<file path="config.mk">
export PLATFORM = sky130hd
export DESIGN_NAME = fetch_unit
export DESIGN_NICKNAME = d
export VERILOG_FILES = /design/src/rtl/fetch_unit.sv
export SDC_FILE = /design/constraint.sdc
export NUM_CORES = 1
export LEC_CHECK = 0
export ABC_AREA = 1
export CORE_ASPECT_RATIO = 1.75
export CORE_MARGIN = 2
export CORE_UTILIZATION = 40
export CTS_CLUSTER_DIAMETER = 200
export DETAILED_ROUTE_END_ITERATION = 12
export GPL_TIMING_DRIVEN = 0
export PLACE_DENSITY = 0.85
export SYNTH_ARGS = -nofsm -noshare
export SYNTH_HDL_FRONTEND = slang
export SYNTH_SLANG_ARGS = --single-unit
</file>
<file path="constraint.sdc">
create_clock -name clk -period 2.7 [get_ports clk]
set_input_delay 0.27 -clock clk [delete_from_list [all_inputs] [get_ports clk]]
set_output_delay 0.27 -clock clk [all_outputs]
set_load 0.05 [all_outputs]
</file>
<file path="src/rtl/fetch_unit.sv">
// Instruction fetch stage: owns the PC, runs the req/ack handshake to instruction
// memory and holds one instruction at a time for decode, halting on misaligned targets.
module fetch_unit #(
  parameter logic [31:0] RESET_PC = 32'h0000_0000
) (
  input  logic        clk,
  input  logic        rst,
  input  logic        take_branch,
  input  logic [31:0] branch_target,
  input  logic        jump,
  input  logic [31:0] jump_target,
  input  logic        stall,
  output logic        imem_req,
  output logic [31:0] imem_addr,
  input  logic        imem_ack,
  input  logic [31:0] imem_rdata,
  output logic [31:0] instr,
  output logic        instr_valid,
  output logic [31:0] pc_current,
  output logic [31:0] pc_plus4,
  output logic        misaligned
);

  localparam logic [1:0] IDLE  = 2'd0;
  localparam logic [1:0] REQ   = 2'd1;
  localparam logic [1:0] VALID = 2'd2;
  localparam logic [1:0] HALT  = 2'd3;

  localparam logic [31:0] NOP = 32'h0000_0013;

  logic [1:0]  state;
  logic [31:0] pc;
  logic [31:0] next_pc;
  logic        fault;

  // Outputs decode registered state only; no input reaches imem_req/imem_addr.
  assign imem_req    = (state == REQ);
  assign imem_addr   = pc;
  assign instr_valid = (state == VALID);
  assign pc_current  = pc;
  assign pc_plus4    = pc + 32'd4;
  assign misaligned  = fault;

  always_comb begin
    next_pc = pc_plus4;
    if (jump)             next_pc = jump_target;
    else if (take_branch) next_pc = branch_target;
  end

  always_ff @(posedge clk) begin
    if (rst) begin
      state <= IDLE;
      pc    <= RESET_PC;
      instr <= NOP;
      fault <= 1'b0;
    end else begin
      case (state)
        IDLE: state <= REQ;
        REQ: begin
          if (imem_ack) begin
            instr <= imem_rdata;
            state <= VALID;
          end
        end
        VALID: begin
          if (!stall) begin
            // The faulting target stays in pc so it is visible while halted.
            pc <= next_pc;
            if (next_pc[1:0] != 2'b00) begin
              state <= HALT;
              fault <= 1'b1;
            end else begin
              state <= REQ;
            end
          end
        end
        default: state <= HALT;
      endcase
    end
  end

endmodule

</file>
==> summary.txt <==
Global routing
  • First-pass GRT wire length: 23,700 um
  • Busiest grt layer: met2
  • Pin count of the biggest net entering global routing: 13
  • Routing usage on met2: 52.9%
  • Gr ovfl total: 0
  • GR Util met3: 6.07%
  • Total track usage: 28.0%
  • Met1 Track Usage GR: 28.6%
  • Vias in the first global route: 4,886
  • Initial antenna violation count: 0

Detailed routing
  • # DRC: 0
  • Post-route ant nets: 0
  • Drt via density: 4.95
  • Wire per inst: 15.2 um
  • Via count: 5,087
  • Final Routed Wirelength: 15,600 um
  • DR pass1 iterations: 5
  • Initial DRC Count: 300

Floorplan
  • Io pins: 233
  • Die X: 80.1 um
  • Area of the core: 9850 um^2
  • Die Y: 137 um
  • Die ar.: 11,000 um^2
  • Num rows: 48
  • Initial Util: 41.1%

Finish
  • Filler cells: 849
  • Layout Cell Area excl Fill: 6830 um^2
  • FF+latch area: 1340 um^2
  • Area occupied by multi-input gates: 2190 um^2
  • Area grow syn2layout: 68.7%
  • Share of cells above drive strength 1: 9.09%
  • Nets: 1,001
  • Diode count: 0
  • Final core utilization: 69.4%

Clock network
  • Clock sink count: 67
  • Root buf cell: clkbuf_16
  • Postcts setup bufs: 0
  • Cts hold-fix bufs: 0
  • Clock insertion delay at the later pin of the skew report: 340 ps
  • Clock slew seen by the registers of the worst setup and hold paths: 60 ps
  • Num CTS Buffers: 9
  • H-Tree Depth: 3
  • CTS tree: built
  • Clock Path Buffers: 2

STA
  • Slew HR: 62.3%
  • Setup TNS: 0 ps
  • Period minus WS final: 2640 ps
  • Setup violators final: 0
  • Final Cycle Share: 97.9%
  • Slew Limit Fails: 0
  • F_max: 378 MHz
  • RSZ-0062 raised after global routing: no
  • Worst slew pin tran: 566 ps
  • Clock Skew: 4.76 ps
  • Final hold violations: 0

Setup path
  • Max FO, Critical Path: 7
  • Worst path cell trace: inv_1, nor2_2, nand2_2, xnor2_2, clkdlybuf4s50_1
  • Buffers & Inverters on Critical Path: 2
  • Worst Setup End Kind: output port
  • WP data arrival: 2370 ps
  • Critical path class: flop to output port
  • Slowest stage delay, CP: 840 ps
  • Slowest cell on the critical path: clkdlybuf4s50_1
  • Delay-heaviest family, CP: buffers and inverters
  • Critical Path RT: 2430 ps
  • Crit start category: flop

Placed design
  • Dpl cell area: 6520 um^2
  • Input/output buffers: 230
  • HPWL after DPL: 12,000 um
  • GPL Wtd Cong: 0.961

Run status
  • Status: finished clean

Synthesis
  • Asr flop ratio synth: 0%
  • Main synth FF type: dfxtp_1
  • Synth cell types: 26
  • Post-synthesis sequential area ratio: 33.1%
  • Synth Net Count: 760
  • Biggest area consumer among synthesized cells: dfxtp_1
  • Number of synthesized flops with an enable pin: 0
  • Cell Area, Synth: 4050 um^2
  • Most frequent cells after synthesis: nor2_1, nand2_1, o21ai_0, dfxtp_1, a21oi_1
  • Ys Warns: 0
  • Share of the synthesized area in the top cell type: 33.1%
  • Top-count cell post-synth: nor2_1
  • Synth Instances: 657
  • Syn avg cell area: 6.16 um^2
  • Dominant cells by area after synthesis: dfxtp_1, nor2_1, nand2_1, o21ai_0, a21oi_1
  • Number of synthesized register bits: 67

Run
  • Max-Cap Viols: 0

Power and ir drop
  • Peak VDD IR: 0.448 mV
  • PwrDens: 540 nW/um^2
  • Lkg Pwr: 2.92 nW

Hold path
  • Worst Hold Class: input pin to flop
## worst paths after layout
kind	startpoint	end	slack [ps]	cells past startpoint
max	imem_addr[2]	pc_plus4[9]	60	5
min	take_branch	imem_addr[7]	390	3
max reg2reg	imem_addr[2]	imem_addr[24]	850	9
min reg2reg	instr[4]	instr[4]	470	2
## logic make-up after synthesis
logic type	share of synthesized area, %
AO/OA/AOI/OAI	18.7
AND/OR/NAND/NOR	33.4
XOR/XNOR	1.51
flip-flops	33.1
buffers and inverters	12.9
adder cells (fa/ha/maj)	0.309
## per-stage QoR
| stage | hold slack (ps) | power, mW | std cells | setup slack [ps] |
|---|---|---|---|---|
| finish | 390 | 3.69 | 1027 | 55.7 |
| global route | 412 | 3.80 | 1027 | 7.33 |
| CTS | 381 | 3.70 | 1027 | 8.84 |
| detailed placement | 450 | 2.26 | 1012 | 59.5 |
| global placement | 440 | 2.25 | 1012 | 64.2 |
| floorplan | 339 | 1.80 | 657 | 119 |
## report_power, final
part	internal (mW)	switching [mW]	leakage, nW	total, mW
clock network	0.995	0.465	0.176	1.46
registers	1.06	0.0713	0.547	1.13
logic	0.417	0.682	2.19	1.10
total	2.47	1.22	2.92	3.69
## layout make-up
cell class	count	area share, %
buffer	65	5.62
clock buffer	9	3.30
clock inverter	6	2.01
timing repair buffer	230	33.0
tap	125	2.29
multi-input combinational	488	32.1
sequential	67	19.6
inverter	37	2.03
## worst min-delay path, cell delays in order
cell     delay (ps)
buf_2           170
o21ai_0         180
a21oi_1          60
## state kept, by name (all words and copies together) (netlist names)
| name | flops |
|---|---|
| instr | 32 |
| state | 2 |
| imem_addr | 32 |
| misaligned | 1 |
## layout by cell type, fill, tap and decap left out, drive strengths merged
cell	n
clkdlybuf4s50	205
nor2	160
nand2	132
o21ai	84
dfxtp	67
a21oi	63
buf	43
inv	38
clkbuf	38
nand3	32
dlygate4sd2	14
xor2	4
bufinv	4
xnor2	3
nand3b	2
nor3	2
o211ai	2
dlymetal6s2s	2
clkdlybuf4s15	2
and2	1
or2	1
a211oi	1
ha	1
clkinv	1
## routing by layer
metal / routed length (um) / up-vias / share of wire [%]
li1: - / 2566 / -
met2: 8430 / 187 / 54
met5: 0 / - / 0
met4: 554 / 0 / 3.6
met1: 5640 / 2297 / 36
met3: 956 / 37 / 6.1
## what timing repair did
action	in CTS	in global routing
endpoints found under the setup margin	23	10
endpoints found under the hold margin	0	0
resized for setup	26	16
Power figures use the tool's default switching activity.
